File: config.mk
export PLATFORM = sky130hd
export DESIGN_NAME = mcpu_ctrl_fsm
export DESIGN_NICKNAME = d
export VERILOG_FILES = /design/src/rtl/mcpu_ctrl_fsm.sv
export SDC_FILE = /design/constraint.sdc
export NUM_CORES = 1
export LEC_CHECK = 0
export ABC_AREA = 1
export BUFFER_PORTS_ARGS = -buffer_cell sky130_fd_sc_hd__buf_4
export CORE_MARGIN = 3
export CORE_UTILIZATION = 35
export CTS_CLUSTER_DIAMETER = 150
export DETAILED_ROUTE_END_ITERATION = 6
export PLACE_DENSITY = 0.71
export SLEW_MARGIN = 20
export SYNTH_ARGS = -nofsm -noshare
export SYNTH_HDL_FRONTEND = slang
export SYNTH_SLANG_ARGS = --single-unit
File: constraint.sdc
create_clock -name clk -period 1.9 [get_ports clk]
set_input_delay 0.19 -clock clk [delete_from_list [all_inputs] [get_ports clk]]
set_output_delay 0.19 -clock clk [all_outputs]
set_load 0.01 [all_outputs]
File: src/rtl/mcpu_ctrl_fsm.sv
// Multicycle control FSM for the MIPS-subset CPU.
// Sequences PC, memory, IR, regfile and the shared ALU one state per clock.
module mcpu_ctrl_fsm #(
  parameter bit TRAP_ON_ILLEGAL = 1'b1
) (
  input  logic       clk,
  input  logic       rst_n,
  input  logic [5:0] opcode,
  input  logic [5:0] funct,
  input  logic       alu_zero,
  input  logic       mem_ready,
  output logic       pc_we,
  output logic [1:0] pc_src,
  output logic       iord,
  output logic       mem_rd,
  output logic       mem_wr,
  output logic       ir_we,
  output logic       reg_we,
  output logic       reg_dst,
  output logic       mem_to_reg,
  output logic [1:0] alu_src_a,
  output logic [1:0] alu_src_b,
  output logic [5:0] alu_func,
  output logic [3:0] state,
  output logic       illegal
);

  typedef enum logic [3:0] {
    S_FETCH  = 4'd0,
    S_DECODE = 4'd1,
    S_MEMADR = 4'd2,
    S_MEMRD  = 4'd3,
    S_MEMWB  = 4'd4,
    S_MEMWR  = 4'd5,
    S_EXEC   = 4'd6,
    S_RWB    = 4'd7,
    S_BRANCH = 4'd8,
    S_ADDIEX = 4'd9,
    S_ADDIWB = 4'd10,
    S_JUMP   = 4'd11,
    S_JR     = 4'd12,
    S_TRAP   = 4'd13
  } state_t;

  localparam logic [5:0] OP_R    = 6'b000000;
  localparam logic [5:0] OP_LW   = 6'b100011;
  localparam logic [5:0] OP_SW   = 6'b101011;
  localparam logic [5:0] OP_BEQ  = 6'b000100;
  localparam logic [5:0] OP_BNE  = 6'b000101;
  localparam logic [5:0] OP_ADDI = 6'b001000;
  localparam logic [5:0] OP_J    = 6'b000010;

  localparam logic [5:0] F_ADD = 6'b100000;
  localparam logic [5:0] F_SUB = 6'b100010;
  localparam logic [5:0] F_AND = 6'b100100;
  localparam logic [5:0] F_OR  = 6'b100101;
  localparam logic [5:0] F_XOR = 6'b100110;
  localparam logic [5:0] F_NOR = 6'b100111;
  localparam logic [5:0] F_SLT = 6'b101010;
  localparam logic [5:0] F_SLL = 6'b000000;
  localparam logic [5:0] F_SRL = 6'b000010;
  localparam logic [5:0] F_SRA = 6'b000011;
  localparam logic [5:0] F_JR  = 6'b001000;

  state_t state_q, state_d;
  logic   run_q, run_d;
  logic   r_alu, is_shift;
  logic   is_r, is_mem, is_br;

  // run_q holds everything idle for the first cycle after reset release
  assign run_d = 1'b1;

  always_ff @(posedge clk or negedge rst_n) begin
    if (!rst_n) begin
      state_q <= S_FETCH;
      run_q   <= 1'b0;
    end else begin
      state_q <= state_d;
      run_q   <= run_d;
    end
  end

  always_comb begin
    r_alu    = 1'b0;
    is_shift = 1'b0;
    case (funct)
      F_ADD, F_SUB, F_AND, F_OR,
      F_XOR, F_NOR, F_SLT: r_alu = 1'b1;
      F_SLL, F_SRL, F_SRA: begin
        r_alu    = 1'b1;
        is_shift = 1'b1;
      end
      default: ;
    endcase
  end

  assign is_r   = (opcode == OP_R);
  assign is_mem = (opcode == OP_LW) || (opcode == OP_SW);
  assign is_br  = (opcode == OP_BEQ) || (opcode == OP_BNE);

  always_comb begin
    state_d    = state_q;
    pc_we      = 1'b0;
    pc_src     = 2'b00;
    iord       = 1'b0;
    mem_rd     = 1'b0;
    mem_wr     = 1'b0;
    ir_we      = 1'b0;
    reg_we     = 1'b0;
    reg_dst    = 1'b0;
    mem_to_reg = 1'b0;
    alu_src_a  = 2'b00;
    alu_src_b  = 2'b00;
    alu_func   = F_ADD;
    illegal    = 1'b0;
    if (run_q) begin
      case (state_q)
        S_FETCH: begin
          mem_rd = 1'b1;
          if (mem_ready) begin
            ir_we     = 1'b1;
            pc_we     = 1'b1;
            alu_src_b = 2'b01;
            state_d   = S_DECODE;
          end
        end
        S_DECODE: begin
          alu_src_b = 2'b11;
          unique case (1'b1)
            is_mem:                        state_d = S_MEMADR;
            is_r && (funct == F_JR):       state_d = S_JR;
            is_r && r_alu:                 state_d = S_EXEC;
            is_br:                         state_d = S_BRANCH;
            (opcode == OP_ADDI):           state_d = S_ADDIEX;
            (opcode == OP_J):              state_d = S_JUMP;
            default:                       state_d = S_TRAP;
          endcase
        end
        S_MEMADR: begin
          alu_src_a = 2'b01;
          alu_src_b = 2'b10;
          state_d   = (opcode == OP_LW) ? S_MEMRD : S_MEMWR;
        end
        S_MEMRD: begin
          mem_rd = 1'b1;
          iord   = 1'b1;
          if (mem_ready) state_d = S_MEMWB;
        end
        S_MEMWB: begin
          reg_we     = 1'b1;
          mem_to_reg = 1'b1;
          state_d    = S_FETCH;
        end
        S_MEMWR: begin
          mem_wr = 1'b1;
          iord   = 1'b1;
          if (mem_ready) state_d = S_FETCH;
        end
        S_EXEC: begin
          alu_func  = funct;
          alu_src_a = is_shift ? 2'b10 : 2'b01;
          state_d   = S_RWB;
        end
        S_RWB: begin
          reg_we  = 1'b1;
          reg_dst = 1'b1;
          state_d = S_FETCH;
        end
        S_BRANCH: begin
          alu_src_a = 2'b01;
          alu_func  = F_SUB;
          pc_src    = 2'b01;
          pc_we     = (opcode == OP_BNE) ? ~alu_zero : alu_zero;
          state_d   = S_FETCH;
        end
        S_ADDIEX: begin
          alu_src_a = 2'b01;
          alu_src_b = 2'b10;
          state_d   = S_ADDIWB;
        end
        S_ADDIWB: begin
          reg_we  = 1'b1;
          state_d = S_FETCH;
        end
        S_JUMP: begin
          pc_we   = 1'b1;
          pc_src  = 2'b10;
          state_d = S_FETCH;
        end
        S_JR: begin
          pc_we   = 1'b1;
          pc_src  = 2'b11;
          state_d = S_FETCH;
        end
        S_TRAP: begin
          illegal = 1'b1;
          if (!TRAP_ON_ILLEGAL) state_d = S_FETCH;
        end
        default: state_d = S_FETCH;
      endcase
    end
  end

  assign state = state_q;

endmodule

==> metrics.md <==
| Metric | Value |
|---|---|
| Post-route ant nets | `0` |
| Final Hold Vio Count | `0` |
| # port buffers | `40` |
| CP Data Required Time | `1.71 ns` |
| Initial antenna violation count | `0` |
| # DRC | `0` |
| CP Max Fanout | `7` |
| Die Y | `between 50 and 60 um` |
| Synth Instances | `150` |
| Die ar. | `2730 sq um` |
| Routability cong. | `roughly 0.87` |
| Seq pwr share | `a little under a fifth` |
| Pleak | `just under 0.7 nW` |
| Slack of the critical path | `about 0.031 ns` |
| CP Launch Type | `register` |
| Initial Utilization | `37.4%` |
| CTS buffer count | `3` |
| Post-synthesis compound-gate area fraction | `between 10% and 20%` |
| Worst Hold Class | `in -> async` |
| Outcome | `complete, no violations` |
| Sw frac | `approximately 52%` |
| Share of layout cells above drive strength 1 | `between 30% and 40%` |
| GRT Overall Usage | `between 10% and 20%` |
| Post-synthesis xor/xnor area fraction | `0%` |
| Clock Path Buffers | `2` |
| Util after Layout | `between 60% and 70%` |
| Via count | `around 1100` |
| Dpl cells | `around 220` |
| Max Cap Viol | `0` |
| Max IR drop VDD | `a little over 0.0007 V` |
| Achievable Freq | `around 0.54 GHz` |
| Gr ovfl total | `0` |
| Final HPWL DP | `1890 um` |
| Number of global-route vias before repair | `between 900 and 1000` |
| Internal | `between 0.6 and 0.7 mW` |
| Worst EP arrival | `about 1.7 ns` |
| Clock root cell | `clkbuf_4` |
| Area grow syn2layout | `64.6%` |
| Largest net degree at the start of global routing | `13` |
| Routed vias/inst | `4.90` |
| Wire per inst | `between 10 and 15 um` |
| Non-filler cells, final | `approximately 230` |
| Synth cell types | `22` |
| Total Wirelength | `around 2600 um` |
| 1st-iter DRT viols | `27` |
| H-tree depth | `1` |
| Syn Std Cell Area | `749 sq um` |
| First-pass GRT wire length | `between 3000 and 4000 um` |
| Net switching power | `0.689 mW` |
| Worst-path clk slew | `0.06 ns` |
| # setup viols final | `0` |
| Post-synthesis adder-cell area fraction | `0%` |
| Final Cell Area | `1230 sq um` |
| Synth top area share | `a little under a fifth` |
| Core area | `about 2000 sq um` |
| RSZ-0062 raised after global routing | `true` |
| Setup WS pre-CTS | `approximately 0.14 ns` |
| # diodes | `0` |
| Yosys Warn Count | `0` |
| Drt pass-1 iters | `4` |
| Crit. End Element | `output port` |
| Hold Slack | `~0.28 ns` |
| Synthesized area per cell | `about 5 sq um` |
| Clock power share | `between 10% and 20%` |
| Largest family of logic cells by synthesized area | `simple AND/OR/NAND/NOR gates` |
| Total clock sinks | `5` |
| DIE WIDTH | `about 52 um` |
| Pins Over Slew Limit | `0` |
| # fillers | `about 200` |
| Area contributors post-synth | `nor2_1 (19%), dfrtp_1 (17%), nand2_1 (17%), inv_1 (13%), nand3_1 (8.7%)` |
| Area leader, netlist | `nor2_1` |
| Clk_skew | `approximately 0.019 ns` |
| Layout Nets | `about 220` |
| Synth Net Count | `166` |
| Pwr dens | `between 1000 and 1500 nW/um^2` |
| FF+latch count, synth | `5` |
| Setup TNS | `0 ns` |
| Tcrit/Tclk final | `just under 100%` |
| Total Power | `approximately 1.3 mW` |
| Post-Synth Simple-Gate Area | `a little over half` |
| Tmin final | `1.87 ns` |
| Sequential fraction of the synthesis area | `roughly 17%` |
| Post-synthesis mux area share | `0%` |
| Placed inst area | `~1100 sq um` |
| Worst-Skew Late Latency | `about 0.27 ns` |
| CTS tree | `built` |
| IO Pins | `41` |
| CP Class | `reg -> out` |
| Num rows | `16` |
| Comb power frac | `between 70% and 80%` |
layout make-up:
class                           count  area [sq um]  share of cell area [%]
Clock buffer                        4          26.3                    2.13
Inverter                           30           113                    9.13
Multi-Input combinational cell    114           561                    45.4
Sequential cell                     5           130                    10.5
Tap cell                           27          33.8                    2.74
Timing Repair Buffer               49           370                    30.0
power by group through the flow:
stage / clock (mW) / combinational (mW) / sequential, mW
finish: 0.139 / 0.936 / 0.242
global route: 0.148 / 1.03 / 0.244
CTS: 0.141 / 0.785 / 0.207
detailed placement: 0 / 0.763 / 0.203
global placement: 0 / 0.760 / 0.199
floorplan: 0 / 0.466 / 0.207
state kept, by name (all words and copies together) (netlist names):
register	cells
run_q	1
state	4
layer usage:
metal	routed length [um]	GRT usage (%)
met5	0	0
met4	54	7.66
met3	169	4.84
met2	1270	30.5
met1	1070	22.2
cell usage after synthesis:
cell type	count
nand3b_1	1
o21ai_2	1
o21ai_0	3
nor2_1	38
nand2_1	33
nor3_1	2
inv_2	3
a21oi_2	2
nand2_2	2
nand4_1	2
a31oi_1	3
clkinv_1	1
nor2_2	2
nand3_1	13
o21ai_1	1
inv_1	26
o22ai_1	1
conb_1	1
dfrtp_1	5
a21oi_1	8
or2_1	1
buf_1	1
worst max-delay path, stage by stage, from the launching register on:
cell and delay (ns):
dfrtp_2 0.43, inv_2 0.06, nor2_2 0.14, inv_2 0.08, nor2_4 0.11, inv_2 0.05
nor2_1 0.11, inv_2 0.08, or2_1 0.20, buf_4 0.14
worst paths after layout:
kind | to | depth (start not counted) | slack [ns] | startpoint
worst max-delay path | alu_func[5] | 9 | 0.03 | state[1]$_DFFE_PN0P_
worst min-delay path | state[1]$_DFFE_PN0P_ | 2 | 0.28 | rst_n
worst max register to register | state[3]$_DFFE_PN0P_ | 11 | 0.12 | state[1]$_DFFE_PN0P_
worst min register to register | state[0]$_DFFE_PN0P_ | 2 | 0.61 | state[0]$_DFFE_PN0P_
max in group asynchronous | state[0]$_DFFE_PN0P_ | 2 | 1.48 | rst_n
min in group clk | state[1]$_DFFE_PN0P_ | 4 | 0.31 | mem_ready
placed cells by master (no fill, tap or decap), types with 3 or more instances in the layout:
cell and instances:
clkbuf_4 3, inv_1 21, nand3_1 13, nor2_4 7, inv_2 8, buf_4 48
nand2_1 33, dfrtp_2 4, a21oi_1 8, nor2_1 31, a31oi_1 3
timing repair:
| item | in CTS | in global routing |
|---|---|---|
| gates resized for setup | 3 | 21 |
| pin swaps | 0 | 4 |
| buffers inserted | 1 | 6 |
| endpoints found under the setup margin | 11 | 11 |
| hold endpoints to repair | 5 | 0 |
| hold buffers | 1 | 0 |
cell families (layout without fill, tap and decap cells):
group | Yosys count | count (layout)
compound gates | 19 | 19
simple gates | 94 | 94
other cells | 1 | 1
buf+inv | 31 | 83
flops | 5 | 5
No activity file was read; power rests on OpenSTA's default activity.
